$ cat src/rtl/time_set_pkg.sv
// -----------------------------------------------------------------------------
// time_set_pkg
// Shared definitions for the time/alarm set controller:
//   - state_t : controller state encoding (RUN, SET_IDLE, HR_HELD, MN_HELD, LOCK)
//   - btn_t   : sampled {hours_set, mins_set} button pair
//   - default parameter values for target count, counter width and repeat timing
// -----------------------------------------------------------------------------
package time_set_pkg;

  typedef enum logic [2:0] {
    RUN      = 3'd0,
    SET_IDLE = 3'd1,
    HR_HELD  = 3'd2,
    MN_HELD  = 3'd3,
    LOCK     = 3'd4
  } state_t;

  // {hours_set, mins_set}
  typedef enum logic [1:0] {
    BTN_NONE = 2'b00,
    BTN_MN   = 2'b01,
    BTN_HR   = 2'b10,
    BTN_BOTH = 2'b11
  } btn_t;

  localparam int DEF_NUM_TGT    = 2;
  localparam int DEF_TGT_W      = 1;
  localparam int DEF_CNT_W      = 16;
  localparam int DEF_RPT_DELAY  = 50000;
  localparam int DEF_RPT_PERIOD = 12500;

endpackage : time_set_pkg

$ cat src/rtl/hold_repeat_timer.sv
// -----------------------------------------------------------------------------
// hold_repeat_timer
// Hold counter and auto-repeat generator shared by the hours and minutes hold
// states. While 'run' is high the counter advances once per cycle; the first
// repeat fires when the counter reaches RPT_DELAY-1, later ones every
// RPT_PERIOD cycles. Dropping 'run' clears the counter and the repeat flag.
//
// Ports:
//   clk       in   system clock
//   reset_n   in   asynchronous active-low reset
//   run       in   a single button is being held in a hold state
//   rpt_hit   out  combinational: a repeat strobe is due on this edge
//   rpt_seen  out  at least one repeat strobe has fired during this hold
// -----------------------------------------------------------------------------
module hold_repeat_timer
  import time_set_pkg::*;
#(
  parameter int CNT_W      = DEF_CNT_W,
  parameter int RPT_DELAY  = DEF_RPT_DELAY,
  parameter int RPT_PERIOD = DEF_RPT_PERIOD
) (
  input  logic clk,
  input  logic reset_n,
  input  logic run,
  output logic rpt_hit,
  output logic rpt_seen
);

  // A zero delay turns auto-repeat off entirely; DLY_LAST is then never used.
  localparam bit              RPT_EN   = (RPT_DELAY != 0);
  localparam logic [CNT_W-1:0] DLY_LAST = CNT_W'(RPT_DELAY - 1);
  localparam logic [CNT_W-1:0] PER_LAST = CNT_W'(RPT_PERIOD - 1);
  localparam logic [CNT_W-1:0] CNT_MAX  = '1;

  logic [CNT_W-1:0] cnt;
  logic             seen_q;

  assign rpt_seen = seen_q;

  // NOTE: every variable assigned in always_comb gets a default first so no latch is inferred.
  always_comb begin
    rpt_hit = 1'b0;
    if (run && RPT_EN) begin
      rpt_hit = seen_q ? (cnt == PER_LAST) : (cnt == DLY_LAST);
    end
  end

  // NOTE: sequential state uses non-blocking assignments only, so every flop samples pre-edge values.
  always_ff @(posedge clk or negedge reset_n) begin
    if (!reset_n) begin
      cnt    <= '0;
      seen_q <= 1'b0;
    end else if (!run) begin
      cnt    <= '0;
      seen_q <= 1'b0;
    end else if (rpt_hit) begin
      cnt    <= '0;
      seen_q <= 1'b1;
    end else if (cnt != CNT_MAX) begin
      // Saturate rather than wrap so a very long hold cannot re-trigger the delay.
      cnt <= cnt + 1'b1;
    end
  end

endmodule : hold_repeat_timer

$ cat src/rtl/time_set_ctrl.sv
// -----------------------------------------------------------------------------
// time_set_ctrl
// Turns the set_time mode switch and the debounced hours/minutes buttons into
// registered one-cycle increment strobes for NUM_TGT targets (time, alarm, ...)
// with hold-to-auto-repeat and a both-buttons cancel lock.
//
// Ports:
//   clk        in   system clock
//   reset_n    in   asynchronous active-low reset
//   set_time   in   1 = set mode, 0 = run mode
//   hours_set  in   hours button (debounced, synchronous, active-high)
//   mins_set   in   minutes button (debounced, synchronous, active-high)
//   tgt_sel    in   target to adjust, latched when a button press is detected
//   secs       out  seconds run-enable, 1 in run mode
//   hours      out  per-target hour increment strobe (one-hot or zero)
//   mins       out  per-target minute increment strobe (one-hot or zero)
//   busy       out  a press is being tracked (HR_HELD, MN_HELD, LOCK)
// -----------------------------------------------------------------------------
module time_set_ctrl
  import time_set_pkg::*;
#(
  parameter int NUM_TGT    = DEF_NUM_TGT,
  parameter int TGT_W      = DEF_TGT_W,
  parameter int CNT_W      = DEF_CNT_W,
  parameter int RPT_DELAY  = DEF_RPT_DELAY,
  parameter int RPT_PERIOD = DEF_RPT_PERIOD
) (
  input  logic               clk,
  input  logic               reset_n,
  input  logic               set_time,
  input  logic               hours_set,
  input  logic               mins_set,
  input  logic [TGT_W-1:0]   tgt_sel,
  output logic               secs,
  output logic [NUM_TGT-1:0] hours,
  output logic [NUM_TGT-1:0] mins,
  output logic               busy
);

  state_t             state, state_nxt;
  btn_t               btn;
  logic [TGT_W-1:0]   tgt_q, tgt_d;
  logic [NUM_TGT-1:0] tgt_oh;
  logic               timer_run;
  logic               rpt_hit;
  logic               rpt_seen;

  logic               secs_d;
  logic               busy_d;
  logic [NUM_TGT-1:0] hours_d;
  logic [NUM_TGT-1:0] mins_d;

  assign btn = btn_t'({hours_set, mins_set});

  // The timer only runs while exactly the button owning the hold state is down;
  // any other combination leaves the hold state and so clears the timer.
  assign timer_run = set_time &&
                     (((state == HR_HELD) && (btn == BTN_HR)) ||
                      ((state == MN_HELD) && (btn == BTN_MN)));

  hold_repeat_timer #(
    .CNT_W      (CNT_W),
    .RPT_DELAY  (RPT_DELAY),
    .RPT_PERIOD (RPT_PERIOD)
  ) u_timer (
    .clk      (clk),
    .reset_n  (reset_n),
    .run      (timer_run),
    .rpt_hit  (rpt_hit),
    .rpt_seen (rpt_seen)
  );

  // One-hot decode of the latched target.
  always_comb begin
    tgt_oh = '0;
    for (int i = 0; i < NUM_TGT; i++) begin
      tgt_oh[i] = (int'(tgt_q) == i);
    end
  end

  // ---------------------------------------------------------------------------
  // State and output registers
  // ---------------------------------------------------------------------------
  // NOTE: only control state is reset here; the design holds no memories.
  always_ff @(posedge clk or negedge reset_n) begin
    if (!reset_n) begin
      state <= RUN;
      tgt_q <= '0;
      secs  <= 1'b0;
      busy  <= 1'b0;
      hours <= '0;
      mins  <= '0;
    end else begin
      state <= state_nxt;
      tgt_q <= tgt_d;
      secs  <= secs_d;
      busy  <= busy_d;
      hours <= hours_d;
      mins  <= mins_d;
    end
  end

  // ---------------------------------------------------------------------------
  // Next-state logic
  // ---------------------------------------------------------------------------
  always_comb begin
    state_nxt = state;
    tgt_d     = tgt_q;
    if (!set_time) begin
      state_nxt = RUN;
    end else begin
      unique case (state)
        RUN: state_nxt = SET_IDLE;
        SET_IDLE: begin
          unique case (btn)
            BTN_NONE: state_nxt = SET_IDLE;
            BTN_HR:   state_nxt = HR_HELD;
            BTN_MN:   state_nxt = MN_HELD;
            BTN_BOTH: state_nxt = LOCK;
            default:  state_nxt = SET_IDLE;
          endcase
          if ((btn == BTN_HR) || (btn == BTN_MN)) begin
            // Out-of-range selections fall back to target 0.
            tgt_d = (int'(tgt_sel) < NUM_TGT) ? tgt_sel : '0;
          end
        end
        // Releasing the owning button ends the hold even if the other button
        // went down on the same edge; that press is picked up from SET_IDLE.
        HR_HELD: begin
          if (btn == BTN_BOTH)  state_nxt = LOCK;
          else if (!hours_set)  state_nxt = SET_IDLE;
        end
        MN_HELD: begin
          if (btn == BTN_BOTH)  state_nxt = LOCK;
          else if (!mins_set)   state_nxt = SET_IDLE;
        end
        LOCK: begin
          if (btn == BTN_NONE)  state_nxt = SET_IDLE;
        end
        default: state_nxt = RUN;
      endcase
    end
  end

  // ---------------------------------------------------------------------------
  // Output logic (values registered on the next edge)
  // ---------------------------------------------------------------------------
  always_comb begin
    secs_d  = (state_nxt == RUN);
    busy_d  = (state_nxt == HR_HELD) || (state_nxt == MN_HELD) || (state_nxt == LOCK);
    hours_d = '0;
    mins_d  = '0;
    if (set_time) begin
      unique case (state)
        HR_HELD: begin
          // A release only strobes when the hold never auto-repeated.
          if (btn == BTN_HR) begin
            if (rpt_hit) hours_d = tgt_oh;
          end else if (!hours_set && !rpt_seen) begin
            hours_d = tgt_oh;
          end
        end
        MN_HELD: begin
          if (btn == BTN_MN) begin
            if (rpt_hit) mins_d = tgt_oh;
          end else if (!mins_set && !rpt_seen) begin
            mins_d = tgt_oh;
          end
        end
        default: ;
      endcase
    end
  end

endmodule : time_set_ctrl

$ cat config.mk
export PLATFORM = sky130hd
export DESIGN_NAME = time_set_ctrl
export DESIGN_NICKNAME = d
export VERILOG_FILES = /design/src/rtl/time_set_pkg.sv /design/src/rtl/hold_repeat_timer.sv /design/src/rtl/time_set_ctrl.sv
export SDC_FILE = /design/constraint.sdc
export NUM_CORES = 1
export LEC_CHECK = 0
export CAP_MARGIN = 20
export CORE_ASPECT_RATIO = 0.75
export CORE_MARGIN = 8
export CORE_UTILIZATION = 35
export DETAILED_ROUTE_END_ITERATION = 6
export PLACE_DENSITY = 0.57
export SKIP_CTS_REPAIR_TIMING = 1
export SYNTH_ARGS = -nofsm -noshare
export SYNTH_HDL_FRONTEND = slang
export SYNTH_SLANG_ARGS = --single-unit
$ cat constraint.sdc
create_clock -name clk -period 1.6 [get_ports clk]
set_input_delay 0.16 -clock clk [delete_from_list [all_inputs] [get_ports clk]]
set_output_delay 0.16 -clock clk [all_outputs]
set_load 0.005 [all_outputs]
==> Word level (Yosys, flattened, before mapping) <==
Cells that the tools add are included.
{ "classes": {"addsub": 1, "eq_ne": 15, "muxes": 24, "bitwise": 1, "n_reduce_logical": 16} }
{ "op_table": {"columns": ["op", "n"], "rows": [
  ["$mux 16", 3],
  ["$mux 2", 9],
  ["$mux 3", 6],
  ["$add 16x1->16 const B", 1],
  ["$eq 16x14->1 const B", 1],
  ["$eq 16x16->1 const B", 1],
  ["$ne 16x16->1 const B", 1],
  ["$pmux 3 s5", 1],
  ["$eq 3x2->1 const B", 4],
  ["$pmux 3 s4", 1],
  ["$eq 3x3->1 const B", 2],
  ["$logic_not 3->1", 2],
  ["$logic_and 1x1->1", 5],
  ["$eq 2x2->1 const B", 2],
  ["$logic_or 1x1->1", 4],
  ["$mux 1", 4],
  ["$eq 3x1->1 const B", 1],
  ["$logic_not 1->1", 3],
  ["$ne 3x3->1 const B", 1],
  ["$reduce_and 3->1", 1],
  ["$eq 2x1->1 const B", 1],
  ["$logic_not 2->1", 1],
  ["$ne 2x2->1 const B", 1],
  ["$not 1->1", 1]
]} }
{ "totals": {"register_bits": 27, "input_bits": 6, "output_inout_bits": 6, "elab_cells": 65} }

==> Logic depth before layout (Yosys ltp) <==
Gate-level depths: netlist (run 1).
{ "logic_depth": {"ltp_word": 9, "depth_mapped": 7, "mapped_depth_nobuf": 7} }

==> By module <==
Synthesis (run 1) repeated with hierarchy kept, for this count alone.
{ "hier_totals": {"hier_cells": 160, "hier_area_um2": 1642.8} }
{ "modules_own_cells": {"columns": ["module", "n_inst", "cells_each", "area_per_inst_um2", "seq_area_each_um2"], "rows": [
  ["hold_repeat_timer", 1, 106, 1011.0, 425.4],
  ["time_set_ctrl", 1, 54, 631.9, 250.2]
]} }

==> Worst setup path after synthesis (run 1) <==
OpenSTA, ideal clock, no wires.
{ "synth_path": {"path_type": "register to register", "from": "register u_timer.cnt[0]", "to": "register u_timer.cnt[12]", "setup_ns": 0.087, "arrival_ns": 1.716, "required_time_ns": 1.513, "slack_ns": -0.203, "path_stages_with_launch": 6, "path_buffers": 0, "period_less_slack_ns": 1.803, "path_cell_list": "dfrtp_1 -> ha_1 -> nand4_4 -> or3_4 -> or3_1 -> a211oi_2"} }
{ "synth_between": {"elab_chain_cells": 5, "word_cells_on_any_way": 10, "cone_classes": "add/sub: 1; eq/ne: 4; mux: 5"} }
{ "synth_rtl": {"columns": ["element", "line", "source"], "rows": [
  ["start: declaration", "hold_repeat_timer.sv:35", "logic [CNT_W-1:0] cnt;"],
  ["start signal: assignment", "hold_repeat_timer.sv:61", "cnt <= cnt + 1'b1;"],
  ["branches (longest 5 deep; another with $add 16x1->16)", null, null]
]} }
Several ways; the timed one is not identified. The select of a mux whose other input is x is not followed.
A chain may end at the register's enable or synchronous reset.

==> Final worst setup path (run 1) <==
{ "layout_path": {"from": "register u_timer.cnt[8]", "to": "register u_timer.cnt[8]"} }
Same word-level chain as after synthesis.

==> impl_metrics.py, run 1 <==
metrics = {
    "status": {
        "status": "complete, but fails checks",
        "violations": "setup timing",
    },
    "timing": {
        "drv_slew": 0,
        "max_slew_margin": 0.672,
        "report.final.hold_viol_count": 0,
        "tightest_slew_ns": 0.487,
        "finalClockSkew_ns": 0.00228,
        "clock.fmax_mhz": 544,
        "timing.final.crit_share": 1.15,
        "rsz0062_at_grt": "true",
        "hold_ws_ns": 0.244,
        "fin_ws_ns": -0.237,
        "finalCriticalPeriod_ns": 1.84,
        "finalSetupViolCount": 22,
    },
    "synth": {
        "synth-xor-area-share": 0.00516,
        "synth_top_family_by_area": "simple AND/OR/NAND/NOR gates",
        "synth-seq-cells": 27,
        "ys_types": 52,
        "synth.area.top_cells": "dfrtp_1, ha_1, a211oi_1",
        "yosys.area.top_type": "dfrtp_1",
        "syn_area_per_cell_um2": 10.0,
        "yosys.area.top_type_share": 0.398,
        "yosys_warnings": 0,
        "synth_adder_area_share": 0.0442,
        "ys_seq_area_frac": 0.398,
        "syn_inst": 169,
        "synth-simple-area-share": 0.301,
        "muxShareOfSynthArea": 0.0383,
        "synth_compound_area_frac": 0.175,
        "syn_nets": 181,
        "synth_area_um2": 1700,
    },
    "worst_setup_path": {
        "critPathCaptureType": "flip-flop",
        "crit_path_start": "u_timer.cnt[8]$_DFFE_PN0P_",
        "crit_arrival_ns": 1.99,
        "r2r-start": "u_timer.cnt[8]$_DFFE_PN0P_",
        "rr_worst_depth": 5,
        "crit_slowest_cell": "dfrtp_1",
        "cp_max_fo": 8,
        "r2r_slack_ns": -0.24,
        "crit_type": "reg2reg",
        "start_kind": "flip-flop",
        "path_cells": "or3b_4 -> a2111oi_4 -> buf_4 -> o211a_4 -> a211oi_1",
        "rr_endpoint": "u_timer.cnt[8]$_DFFE_PN0P_",
        "worstPathRequired_ns": 1.75,
        "cpPeakStageDelay_ns": 0.42,
    },
    "pwr": {
        "power.density_nw_per_um2": 550,
        "p_comb_frac": 0.138,
        "finalPower_w": 0.00133,
        "vdd_ir_drop_max_v": 0.000422,
        "seqPwrFrac": 0.560,
        "intPower_w": 0.000990,
        "clock_power_share": 0.302,
        "p_leak_nw": 1.03,
        "swShare": 0.255,
        "p_sw_w": 0.000339,
    },
    "global_routing": {
        "grt_pass1_vias": 1540,
        "grt_pass1_wl_mm": 6.98,
        "grt_overflow": 0,
        "antenna_found_initial": 0,
        "grt_max_degree": 28,
        "grt_usage": 0.116,
    },
    "placed_design": {
        "numPortBuffers": 11,
        "dp_worst_setup_slack_ns": -0.398,
        "globalplace.congestion": 0.855,
        "hpwlAfterDp_mm": 3.24,
    },
    "die": {
        "core_um2": 4790,
        "initial_core_util": 0.354,
        "row_count": 22,
        "die_area_um2": 7360,
        "die_h_um": 76.3,
        "io_pins": 12,
        "die-width_um": 96.4,
    },
    "layout": {
        "fin_nets": 250,
        "utilization": 0.505,
        "area_delta_synth_final_pct": 42.4,
        "drive_above_1_share": 0.397,
        "antenna_cells": 0,
    },
    "routing": {
        "ant_nets": 0,
        "drt_iter0_markers": 90,
        "firstDrtPassIters": 4,
        "routed_wl_mm": 4.53,
        "viasPerCell": 5.49,
        "wire_per_inst_um": 15.2,
        "drc": 0,
        "vias": 1632,
    },
    "cts": {
        "clk_pin_slew_ns": 0.09,
        "clock_sinks": 27,
        "cts_buffer_depth": 2,
        "cts_inserted_buffers": 3,
        "clock_latency_ns": 0.28,
        "cts_root_buffer": "clkbuf_8",
        "cts_tree": "yes",
        "htreeDepth": 1,
    },
    "hold_path": {
        "min_path_type": "in2async",
    },
    "run": {
        "maxCapViolations": 0,
    },
}
-- critical path, delay by kind of cell (launching register included) --
| kind | cells | cell delay (ns) |
|---|---|---|
| AO/OA/AOI/OAI | 3 | 0.68 |
| buffers and inverters | 1 | 0.18 |
| flip-flops | 1 | 0.42 |
| AND/OR/NAND/NOR | 1 | 0.42 |
-- per-stage QoR --
stage | area (µm²) | cells | setup TNS [ns]
floorplan | 1710 | 169 | -1.44
global placement | 2260 | 288 | -7.46
detailed placement | 2260 | 288 | -7.83
CTS | 2310 | 292 | -3.51
global route | 2420 | 297 | -5.81
finish | 2420 | 297 | -4.29
-- layout by cell type (no fill, tap or decap), types with 3 or more instances in the layout --
master           count
clkbuf_8             3
nand2_1             11
mux2_2               4
ha_1                 4
inv_1                7
nand3b_1             6
o21ai_0              7
buf_4               58
or3_1                6
o31ai_1              4
a211oi_2             3
nand4_1              5
nor4_1               6
a21oi_1              3
a211oi_1             5
nor2_1               8
nor3_1               6
clkdlybuf4s50_1      9
nor4_2               4
dfrtp_1             26
-- worst max path at each step --
stage,endpoint,slack (ns),cells after the start
floorplan,u_timer.cnt[11]$_DFFE_PN0P_,-0.15,5
global placement,u_timer.cnt[4]$_DFFE_PN0P_,-0.36,7
detailed placement,busy$_DFF_PN0_,-0.40,7
CTS,u_timer.cnt[12]$_DFFE_PN0P_,-0.20,5
global route,u_timer.cnt[7]$_DFFE_PN0P_,-0.30,5
finish,u_timer.cnt[8]$_DFFE_PN0P_,-0.24,5
-- per-layer routing --
metal	vias to the layer above	share of wire	GRT usage
li1	796	-	-
met1	798	0.47	0.154
met2	34	0.48	0.188
met3	4	0.042	0.0236
met4	0	0.011	0.0271
met5	-	0	0
-- kinds of logic (layout without fill, tap and decap cells) --
| group | Yosys count | in the layout |
|---|---|---|
| and+or+nand+nor | 77 | 77 |
| AOI/OAI and AO/OA | 38 | 39 |
| DFF | 27 | 27 |
| buffers and inverters | 14 | 81 |
| adders and majority gates | 6 | 6 |
| muxes | 6 | 6 |
| xor gates and xnor gates | 1 | 1 |
-- cells in the mapped netlist, drive strengths merged --
master   count
a21oi        3
a211oi       8
o2111a       1
and4bb       2
or3          8
a21o         2
o21a         1
nor4bb       1
or3b         2
nand3        4
buf          2
nand4bb      1
o41ai        1
mux2i        2
inv          8
nand4        6
nor3b        1
and2         1
o211ai       2
xor2         1
nor2b        2
nor3         7
nor4        10
clkbuf       4
mux2         4
and3b        1
nor4b        1
nand3b       6
and3         1
a2111oi      3
nand2       11
and4         1
nor2         8
o21ai        9
ha           6
o211a        1
o2111ai      1
a31oi        2
o31ai        4
or4          2
dfrtp       27
nand4b       1
-- state kept, by name (all words and copies together) (netlist names) --
register          flops
secs                  1
state                 3
u_timer.cnt          16
busy                  1
u_timer.rpt_seen      1
mins                  2
hours                 2
tgt_q                 1
-- final cells by class --
type / count / area [µm²]
clock buffers: 3 / 41.3
clock inverters: 1 / 5.00
fillers: 451 / 2370
inverters: 8 / 30.0
multi-input cells: 129 / 1040
flip-flops and latches: 27 / 677
well taps: 60 / 75.1
repair buffers: 69 / 551
-- power by group through the flow --
stage          Sequential [W]  Combinational, W  Clock (W)
3_3_place_gp         0.000754          0.000176          0
6_report             0.000745          0.000184   0.000401
3_5_place_dp         0.000755          0.000180          0
5_1_grt              0.000749          0.000201   0.000451
4_1_cts              0.000742          0.000181   0.000413
2_1_floorplan        0.000741         0.0000961          0
Note: power is estimated with default switching activity, not from simulation.
==> inputs of run 2 (changes only) <==
PLACE_DENSITY = 0.55   (was 0.57)
clock period = 2.1 ns   (was 1.6 ns; I/O delays follow)
==> run 2 against run 1 <==
Effect of this change: the flow now finishes without violations; highest routed layer unchanged; clock-buffer cell count is the same; clock skew grew 0.0088 ns; routed wire length shrank 14%; sequential power shrank 24%; combinational power shrank 36%; largest cell class unchanged; core utilization shrank 9.1 points; cell area shrank 18%; non-clock buffer count shrank 49; total power shrank 26%.
==> impl_metrics.py, run 2 (synthesis results as in run 1) <==
metrics = {
    "timing": {
        "rsz0062_at_grt": "false",
        "report.final.hold_viol_count": 0,
        "finalSetupViolCount": 0,
        "finalCriticalPeriod_ns": 1.98,
        "max_slew_margin": 0.605,
        "hold_ws_ns": 0.296,
        "drv_slew": 0,
        "tightest_slew_ns": 0.588,
        "finalClockSkew_ns": 0.0111,
        "fin_tns_setup_ns": 0,
        "clock.fmax_mhz": 504,
        "timing.final.crit_share": 0.945,
    },
    "routing": {
        "drt_iter0_markers": 74,
        "drc": 0,
        "wire_per_inst_um": 15.8,
        "viasPerCell": 5.91,
        "routed_wl_mm": 3.89,
        "ant_nets": 0,
        "firstDrtPassIters": 5,
        "vias": 1460,
    },
    "die": {
        "die_h_um": 76.3,
        "initial_core_util": 0.354,
        "die-width_um": 96.4,
        "core_um2": 4790,
        "io_pins": 12,
        "row_count": 22,
        "die_area_um2": 7360,
    },
    "cts": {
        "clock_latency_ns": 0.28,
        "clock_sinks": 27,
        "cts_buffer_depth": 2,
        "cts_inserted_buffers": 3,
        "htreeDepth": 1,
        "clk_pin_slew_ns": 0.10,
        "cts_tree": "yes",
        "cts_root_buffer": "clkbuf_8",
    },
    "global_routing": {
        "use_met3": 0.0276,
        "grt_max_degree": 28,
        "grt_overflow": 0,
        "use_met1": 0.148,
        "grt_usage": 0.107,
        "grt_pass1_wl_mm": 6.55,
        "top_usage_layer": "met2",
        "antenna_found_initial": 0,
        "use_met2": 0.164,
        "grt_pass1_vias": 1420,
    },
    "layout": {
        "reg_top3": "u_timer.cnt x16, state x3",
        "fin_nets": 200,
        "drive_above_1_share": 0.166,
        "final_cell_mix": "dfrtp_1, nand2_1, clkdlybuf4s50_1, o21ai_0",
        "utilization": 0.414,
        "multi_input_area_um2": 965,
        "area_delta_synth_final_pct": 16.7,
        "layoutNonFillerInstCount": 247,
        "fillCellCount": 485,
        "antenna_cells": 0,
        "largest_register_ffs": 16,
        "seqCellArea_um2": 676,
        "final_common_cell": "dfrtp_1",
        "max_flop_register": "u_timer.cnt",
    },
    "run": {
        "maxCapViolations": 0,
    },
    "pwr": {
        "swShare": 0.245,
        "vdd_ir_drop_max_v": 0.000365,
        "clock_power_share": 0.300,
        "p_leak_nw": 0.767,
        "finalPower_w": 0.000981,
        "p_comb_frac": 0.121,
        "seqPwrFrac": 0.579,
        "intPower_w": 0.000740,
        "p_sw_w": 0.000240,
        "power.density_nw_per_um2": 495,
    },
    "placed_design": {
        "dpl.cell_count": 243,
        "hpwlAfterDp_mm": 2.77,
        "globalplace.congestion": 0.773,
        "numPortBuffers": 11,
    },
    "worst_setup_path": {
        "critPathCaptureType": "flip-flop",
        "path_cells": "ha_1 -> nand4_4 -> or3_4 -> or3_1 -> a211oi_2",
        "crit_slowest_cell": "or3_4",
        "cpPeakStageDelay_ns": 0.44,
        "start_kind": "flip-flop",
        "crit_arrival_ns": 2.17,
        "cp_top_family": "simple AND/OR/NAND/NOR gates",
        "worstPathRequired_ns": 2.29,
        "cp_max_fo": 8,
        "critPathBufInv": 0,
        "crit_type": "reg2reg",
    },
    "hold_path": {
        "min_path_type": "in2async",
    },
    "status": {
        "status": "completed",
    },
}
run 2: cell count changes in the layout (fill, tap and decap cells not counted), sizes merged:
cell	previous run	this run
clkdlybuf4s50	9	11
dlymetal6s2s	2	0
o211a	2	1
buf	58	9
run 2: metal layers:
metal  vias to the layer above  part of all wire
li1                        690                 -
met5                         -                 0
met4                         0            0.0026
met2                        30              0.46
met1                       738              0.49
met3                         2             0.053
run 2: cell type report:
| type | count | share of cell area |
|---|---|---|
| repair buffers | 20 | 0.0960 |
| clock buffers | 3 | 0.0208 |
| well taps | 60 | 0.0379 |
| multi-input cells | 128 | 0.487 |
| inverters | 8 | 0.0152 |
| flip-flops and latches | 27 | 0.341 |
| clock inverters | 1 | 0.00253 |
run 2: path summary, 6_finish.rpt:
path / start / endpoint / slack [ns] / cells after the start
hold / removal: reset_n / u_timer.cnt[0]$_DFFE_PN0P_ / 0.30 / 2
setup / recovery: u_timer.cnt[0]$_DFFE_PN0P_ / u_timer.cnt[12]$_DFFE_PN0P_ / 0.12 / 5
setup reg to reg: u_timer.cnt[0]$_DFFE_PN0P_ / u_timer.cnt[12]$_DFFE_PN0P_ / 0.12 / 5
max in group asynchronous: reset_n / mins[0]$_DFF_PN0_ / 1.53 / 2
min in group clk: tgt_sel / tgt_q$_DFFE_PN0P_ / 0.56 / 2
hold reg to reg: u_timer.cnt[1]$_DFFE_PN0P_ / u_timer.cnt[1]$_DFFE_PN0P_ / 0.62 / 2
run 2: stage by stage:
| stage | setup WS [ns] | cell area, µm² |
|---|---|---|
| after global routing | 0.00501 | 1980 |
| after floorplan | 0.297 | 1700 |
| final | 0.115 | 1980 |
| after global placement | 0.0721 | 1930 |
| after CTS | 0.112 | 1970 |
| after detailed placement | 0.0209 | 1930 |
run 2: power by group through the flow:
| stage | combinational (W) | sequential [W] | clock, W |
|---|---|---|---|
| final | 0.000118 | 0.000568 | 0.000294 |
| after global routing | 0.000132 | 0.000574 | 0.000332 |
| after CTS | 0.000121 | 0.000568 | 0.000309 |
| after detailed placement | 0.000121 | 0.000578 | 0 |
| after global placement | 0.000118 | 0.000577 | 0 |
| after floorplan | 0.0000732 | 0.000564 | 0 |
